[src/rtl/ebr_burst_buf.sv]
// Burst buffer: narrow write bursts into a word array, wide packed read bursts out
// through a counted read engine with valid/ready, last flag and abort.
module ebr_burst_buf #(
  parameter  int WR_WIDTH   = 8,
  parameter  int RATIO      = 4,
  parameter  int DEPTH      = 64,
  parameter  int BIG_ENDIAN = 0,
  localparam int AW         = $clog2(DEPTH),
  localparam int LW         = $clog2(DEPTH/RATIO) + 1,
  localparam int RD_WIDTH   = WR_WIDTH * RATIO
) (
  input  logic                i_clk,
  input  logic                i_rst,
  input  logic                i_wr_start,
  input  logic [AW-1:0]       i_wr_addr,
  input  logic                i_wr_valid,
  input  logic [WR_WIDTH-1:0] i_wr_data,
  input  logic                i_rd_start,
  input  logic [AW-1:0]       i_rd_addr,
  input  logic [LW-1:0]       i_rd_len,
  input  logic                i_rd_abort,
  input  logic                i_rd_ready,
  output logic                o_rd_valid,
  output logic [RD_WIDTH-1:0] o_rd_data,
  output logic                o_rd_last,
  output logic                o_rd_busy
);

  typedef enum logic [1:0] {S_IDLE, S_RUN, S_DRAIN} state_t;

  logic [WR_WIDTH-1:0] r_mem [DEPTH];
  logic [AW-1:0]       r_wr_ptr, w_wr_addr;
  logic [AW-1:0]       r_rd_ptr;
  logic [LW-1:0]       r_remaining;
  logic [RD_WIDTH-1:0] r_rd_data, w_fetch_word;
  logic                r_rd_valid, r_rd_last, r_busy;
  state_t              r_state, w_next;
  logic                w_load, w_fetch, w_retire, w_abort;

  // ---------------- write side ----------------
  assign w_wr_addr = i_wr_start ? i_wr_addr : r_wr_ptr;

  always_ff @(posedge i_clk)
    if (i_wr_valid) r_mem[w_wr_addr] <= i_wr_data;

  always_ff @(posedge i_clk or posedge i_rst)
    if (i_rst)           r_wr_ptr <= '0;
    else if (i_wr_valid) r_wr_ptr <= w_wr_addr + AW'(1);
    else if (i_wr_start) r_wr_ptr <= i_wr_addr;

  // Each lane computes its own address so a burst straddling the top of memory wraps per word.
  for (genvar g = 0; g < RATIO; g++) begin : g_lane
    localparam int SLOT = (BIG_ENDIAN != 0) ? (RATIO - 1 - g) : g;
    logic [AW-1:0] w_addr;
    assign w_addr = r_rd_ptr + AW'(g);
    assign w_fetch_word[SLOT*WR_WIDTH +: WR_WIDTH] = r_mem[w_addr];
  end

  // ---------------- read FSM ----------------
  always_ff @(posedge i_clk or posedge i_rst)
    if (i_rst) r_state <= S_IDLE;
    else       r_state <= w_next;

  always_comb begin
    w_next   = r_state;
    w_load   = 1'b0;
    w_fetch  = 1'b0;
    w_retire = 1'b0;
    w_abort  = 1'b0;
    case (r_state)
      S_IDLE:
        if (i_rd_start && !i_rd_abort && i_rd_len != '0) begin
          w_load = 1'b1;
          w_next = S_RUN;
        end
      S_RUN:
        if (i_rd_abort) begin
          w_abort = 1'b1;
          w_next  = S_IDLE;
        end else if ((!r_rd_valid || i_rd_ready) && r_remaining != '0) begin
          w_fetch = 1'b1;
          if (r_remaining == LW'(1)) w_next = S_DRAIN;
        end
      S_DRAIN:
        if (i_rd_abort) begin
          w_abort = 1'b1;
          w_next  = S_IDLE;
        end else if (i_rd_ready) begin
          w_retire = 1'b1;
          w_next   = S_IDLE;
        end
      default: w_next = S_IDLE;
    endcase
  end

  // Fetch reads r_mem before this edge's write lands, so a same-address collision returns old data.
  always_ff @(posedge i_clk or posedge i_rst)
    if (i_rst) begin
      r_rd_ptr    <= '0;
      r_remaining <= '0;
      r_rd_data   <= '0;
      r_rd_valid  <= 1'b0;
      r_rd_last   <= 1'b0;
      r_busy      <= 1'b0;
    end else begin
      r_busy <= (w_next != S_IDLE);
      if (w_load) begin
        r_rd_ptr    <= i_rd_addr;
        r_remaining <= i_rd_len;
      end
      if (w_fetch) begin
        r_rd_data   <= w_fetch_word;
        r_rd_valid  <= 1'b1;
        r_rd_last   <= (r_remaining == LW'(1));
        r_rd_ptr    <= r_rd_ptr + AW'(RATIO);
        r_remaining <= r_remaining - LW'(1);
      end
      if (w_retire) begin
        r_rd_valid <= 1'b0;
        r_rd_last  <= 1'b0;
      end
      if (w_abort) begin
        r_rd_valid  <= 1'b0;
        r_rd_last   <= 1'b0;
        r_rd_data   <= '0;
        r_remaining <= '0;
      end
    end

  assign o_rd_valid = r_rd_valid;
  assign o_rd_data  = r_rd_data;
  assign o_rd_last  = r_rd_last;
  assign o_rd_busy  = r_busy;

endmodule

[config.mk]
export PLATFORM = sky130hd
export DESIGN_NAME = ebr_burst_buf
export DESIGN_NICKNAME = d
export VERILOG_FILES = /design/src/rtl/ebr_burst_buf.sv
export SDC_FILE = /design/constraint.sdc
export NUM_CORES = 1
export LEC_CHECK = 0
export CAP_MARGIN = 0
export CORE_ASPECT_RATIO = 1.5
export CORE_UTILIZATION = 57
export CTS_CLUSTER_SIZE = 8
export DETAILED_ROUTE_END_ITERATION = 10
export GPL_TIMING_DRIVEN = 0
export PLACE_DENSITY = 0.7
export RECOVER_POWER = 50
export SLEW_MARGIN = 25
export SYNTH_ARGS = -nofsm -noshare
export SYNTH_HDL_FRONTEND = slang
export SYNTH_SLANG_ARGS = --single-unit
[constraint.sdc]
create_clock -name i_clk -period 4.5 [get_ports i_clk]
set_input_delay 0.9 -clock i_clk [delete_from_list [all_inputs] [get_ports i_clk]]
set_output_delay 0.9 -clock i_clk [all_outputs]
set_load 0.05 [all_outputs]
==> results.json, run 1 <==
{
  "cts_root_buf": "clkbuf_16",
  "ys_seq_area_share_pct": 46.92,
  "synth_area_leaders": "edfxtp_1 (43%), mux4_2 (31%), dfrtp_1 (3.8%), nand2_1 (3.0%), mux2i_1 (2.9%)",
  "clock-sinks": 566,
  "yosys_most_used_dff": "edfxtp_1",
  "grt_max_degree": 65,
  "grt_pass1_wl_mm": 273.7,
  "synth_cells": 2372,
  "start_util_pct": 57.94,
  "clk_path_buf_depth": 3,
  "io_buffers": 65,
  "die_h_um": 308.3,
  "avgSynthCellArea_sq_um": 15.03,
  "synth_common_cells": "edfxtp_1 (512), mux4_2 (491), nand2_1 (285)",
  "die_x_um": 206.2,
  "dp_hpwl_mm": 136.6,
  "synth.distinct_cells": 67,
  "status": "did not finish",
  "grt_overflow": 6,
  "synth_top_cell_by_area": "edfxtp_1",
  "haltStage": "global routing",
  "async_flop_share_pct": 9.541,
  "ys_warn_count": 0,
  "ys_seq_elements": 566,
  "grt_pass1_vias": 31530,
  "error": "[ERROR GRT-0116] Global routing finished with congestion. Check the congestion regions in the DRC Viewer.",
  "syn_area_sq_um": 35650,
  "synthDominantCellAreaShare_pct": 43.13,
  "cts.htree.levels": 3,
  "rows": 111,
  "grtUsageTotal_pct": 65.54,
  "pre_cts_ws_ns": -1.448,
  "io_pins": 67,
  "synth_nets": 2417,
  "synth-edff-count": 512,
  "yosysMostFrequentCell": "edfxtp_1",
  "cts_made_buffers": 80,
  "gp_congestion": 1.312,
  "postCtsHoldBufs": 0
}
## layer usage
metal  GRT usage [%]  overflow
met5           16.11         0
met4           60.96         4
met3           48.70         0
met2           83.80         2
met1           66.63         0
## kinds of logic after synthesis
kind of cell / after synthesis / share of synthesized area [%]
muxes: 611 / 34.66
xor gates and xnor gates: 23 / 0.6494
adders and majority gates: 13 / 0.4563
AOI/OAI and AO/OA: 300 / 5.844
buffers and inverters: 225 / 3.472
and+or+nand+nor: 634 / 8.000
DFF: 566 / 46.92
## what timing repair did
item,4_1_cts
gates cloned,0
resized for setup,57
hold endpoints to repair,0
setup endpoints to repair,24
buffers inserted,1
## through the flow
step	cell area, sq um	cells
2_1_floorplan	35650	2372
4_1_cts	40050	3385
3_3_place_gp	37290	3228
3_5_place_dp	37520	3237
==> inputs of run 2 (changes only) <==
--- a/config.mk
+++ b/config.mk
@@ -6,12 +6,10 @@
 export NUM_CORES = 1
 export LEC_CHECK = 0
 export CAP_MARGIN = 0
-export CORE_ASPECT_RATIO = 1.5
-export CORE_UTILIZATION = 57
-export CTS_CLUSTER_SIZE = 8
+export CORE_UTILIZATION = 40
 export DETAILED_ROUTE_END_ITERATION = 10
 export GPL_TIMING_DRIVEN = 0
-export PLACE_DENSITY = 0.7
+export PLACE_DENSITY_LB_ADDON = 0.15
 export RECOVER_POWER = 50
 export SLEW_MARGIN = 25
 export SYNTH_ARGS = -nofsm -noshare
==> run 2 against run 1 <==
Effect of this change:
- the flow now finishes, with violations (max-capacitance violations, max-slew violations, negative setup slack)
- area after synthesis stayed put
- synthesized cell count unchanged
==> results.json, run 2 <==
{
  "status": "finished with violations",
  "failed_checks": "max-capacitance violations, max-slew violations, negative setup slack",
  "r2r_slack_ns": -0.15,
  "clock-sinks": 566,
  "clk_path_buf_depth": 3,
  "slew_violations": 482,
  "path_max_fanout": 10,
  "synth_simple_gate_area_share_pct": 8.000,
  "grt_max_degree": 65,
  "path_clk_slew_ns": 0.06,
  "fin_setup_tns_ns": -1.760,
  "gp_congestion": 1.084,
  "swShare_pct": 52.53,
  "synth_common_cells": "edfxtp_1 (512), mux4_2 (491), nand2_1 (285)",
  "critPathKind": "reg2reg",
  "rows": 109,
  "io_buffers": 65,
  "avgSynthCellArea_sq_um": 15.03,
  "combPwrFrac_pct": 68.5,
  "grtUsageTotal_pct": 43.52,
  "fp.dieArea_sq_um": 90310,
  "grt_setup_unrepaired": "false",
  "ys_seq_elements": 566,
  "cellInternalPower_mw": 18.20,
  "drt_iter0_drc": 5199,
  "finalCritPeriodShare_pct": 103.3,
  "maxCapViolCount": 10,
  "final_cell_mix": "edfxtp_1 (512), mux4_2 (491), nand2_1 (282)",
  "grt_pass1_vias": 26710,
  "stdcell_area_sq_um": 41090,
  "yosys.area_share.xor_xnor_pct": 0.6494,
  "p_leak_nw": 13.36,
  "syn_area_sq_um": 35650,
  "worst-slew-pin-transition_ns": 3.409,
  "drcViolationCount": 0,
  "ys_seq_area_share_pct": 46.92,
  "hold_depth": 1,
  "grt_pass1_wl_mm": 255.1,
  "async_flop_share_pct": 9.541,
  "avgViaCountPerCell": 7.505,
  "postCtsHoldBufs": 0,
  "synth_mux_area_share_pct": 34.66,
  "seq_power_share_pct": 16.3,
  "start_util_pct": 40.33,
  "fin_hold_ws_ns": 0.5492,
  "power.total_mw": 38.35,
  "yosys_most_used_dff": "edfxtp_1",
  "coreArea_sq_um": 88370,
  "final_common_cell": "edfxtp_1",
  "routed_wl_mm": 196.4,
  "synth-edff-count": 512,
  "min_delay_worst_endpoint": "r_mem[6][2]",
  "synth_top_cell_by_area": "edfxtp_1",
  "die_h_um": 300.5,
  "cts.htree.levels": 3,
  "worstPathRequired_ns": 4.99,
  "detail-route-antenna-nets": 0,
  "ff2ff_path_depth": 14,
  "nNetsFinal": 2576,
  "setup_viol_count_final": 21,
  "r2r-start": "r_rd_ptr[1]",
  "finalHoldViolations": 0,
  "cts_made_buffers": 69,
  "cts_root_buf": "clkbuf_16",
  "relSlewSlack_pct": -127.3,
  "first_pass_iters": 8,
  "ys_warn_count": 0,
  "vdd_drop_max_mv": 0.6004,
  "p_switching_mw": 20.14,
  "stdcell_count": 3766,
  "grt_antenna_before_repair": 11,
  "dp.cells": 3624,
  "synthAdderAreaFrac_pct": 0.4563,
  "start_kind": "register",
  "synth.distinct_cells": 67,
  "yosysMostFrequentCell": "edfxtp_1",
  "dp_hpwl_mm": 147.4,
  "crit_arrival_ns": 5.14,
  "vias": 28270,
  "regToRegEndpoint": "o_rd_data[30]",
  "skew_ns": 0.03201,
  "setup_ws_ns": -0.1479,
  "powerDensity_nw_per_um2": 933.3,
  "hp-class": "in2reg",
  "largest_register_ffs": 512,
  "synth_compound_area_share_pct": 5.844,
  "hold_start": "i_wr_data[2]",
  "top_register": "r_mem",
  "synth_area_leaders": "edfxtp_1 (43%), mux4_2 (31%), dfrtp_1 (3.8%), nand2_1 (3.0%), mux2i_1 (2.9%)",
  "grt_overflow": 0,
  "pwr-share-clk_pct": 15.2,
  "routedWlPerCell_um": 52.16,
  "max_freq_ghz": 0.2151,
  "area_delta_synth_final_pct": 15.27,
  "clk_latency_ns": 0.67,
  "die_x_um": 300.5,
  "worstSetupEndpointType": "register",
  "period_minus_slack_ns": 4.648,
  "synth_cells": 2372,
  "synthDominantCellAreaShare_pct": 43.13,
  "drive_gt1_share_pct": 35.86,
  "cts_tree": "yes",
  "placed_area_sq_um": 38300,
  "io_pins": 67,
  "synth_top_family_by_area": "multiplexers",
  "synth_nets": 2417
}
## run 2: critical path, stage by stage, from the launching register on
cell and delay (ns):
dfrtp_2 0.44, clkbuf_2 0.24, buf_6 0.25, buf_8 0.24, buf_8 0.27, clkinvlp_4 0.23
ha_1 0.29, xnor2_2 0.25, buf_6 0.24, buf_6 0.23, buf_6 0.30, mux4_2 0.36
mux2i_2 0.34, a21oi_1 0.11, or4_1 0.62
## run 2: cells by family after synthesis
family / Yosys count
buffers and inverters: 225
multiplexers: 611
AO/OA/AOI/OAI: 300
AND/OR/NAND/NOR: 634
flip-flops: 566
adder cells (fa/ha/maj): 13
XOR/XNOR: 23
## run 2: layout make-up
class                           instances  area (sq um)
Sequential cell                       566         16730
Inverter                               19         76.32
Antenna cell                           13         32.53
Buffer                                206          1438
Timing Repair Buffer                   88         859.6
Multi-Input combinational cell       1581         18210
Tap cell                             1165          1458
Clock inverter                         42         435.4
Clock buffer                           86          1853
Fill cell                            7731         47290
## run 2: per-stage QoR
step	setup slack, ns	util [%]
after floorplan	0.8782	-
after global placement	-3.141	42.72
after detailed placement	-2.470	43.33
after CTS	0.007303	46.50
after global routing	0.001559	46.46
final	-0.1479	46.49
## run 2: how the worst max path moves through the flow
| stage | start | end | slack, ns | cells past startpoint |
|---|---|---|---|---|
| 6_report | r_rd_ptr[1] | o_rd_data[30] | -0.15 | 14 |
| 5_1_grt | r_rd_ptr[1] | o_rd_data[30] | 0.002 | 14 |
| 4_1_cts | r_rd_ptr[1] | o_rd_data[25] | 0.007 | 14 |
| 3_5_place_dp | r_rd_ptr[1] | o_rd_data[11] | -2.47 | 15 |
| 3_3_place_gp | r_rd_ptr[1] | o_rd_data[27] | -3.14 | 14 |
| 2_1_floorplan | r_rd_ptr[1] | o_rd_data[26] | 0.88 | 14 |
## run 2: layer usage
layer / up-vias / global-route usage, % / part of all wire (%) / wire length (um)
met1: 14800 / 56.35 / 37 / 71750
li1: 10280 / - / - / -
met5: - / 0 / 0.013 / 25
met2: 2691 / 61.26 / 42 / 82440
met3: 492 / 20.00 / 16 / 30540
met4: 4 / 21.87 / 5.9 / 11670
## run 2: power groups by stage
| stage | sequential, mW | combinational, mW | clock, mW |
|---|---|---|---|
| 2_1_floorplan | 6.54 | 12.9 | 0 |
| 3_3_place_gp | 6.33 | 23.8 | 0 |
| 3_5_place_dp | 6.32 | 24.0 | 0 |
| 4_1_cts | 6.22 | 24.9 | 5.83 |
| 5_1_grt | 6.26 | 26.2 | 5.99 |
| 6_report | 6.26 | 26.3 | 5.82 |
## run 2: what timing repair did
| item | 4_1_cts | 5_1_grt |
|---|---|---|
| setup endpoints to repair | 24 | 23 |
| endpoints found under the hold margin | 0 | 0 |
| resized for setup | 135 | 26 |
| buffers inserted | 1 | 0 |
| pin swaps | 1 | 1 |
No activity file was read; power rests on OpenSTA's default activity.
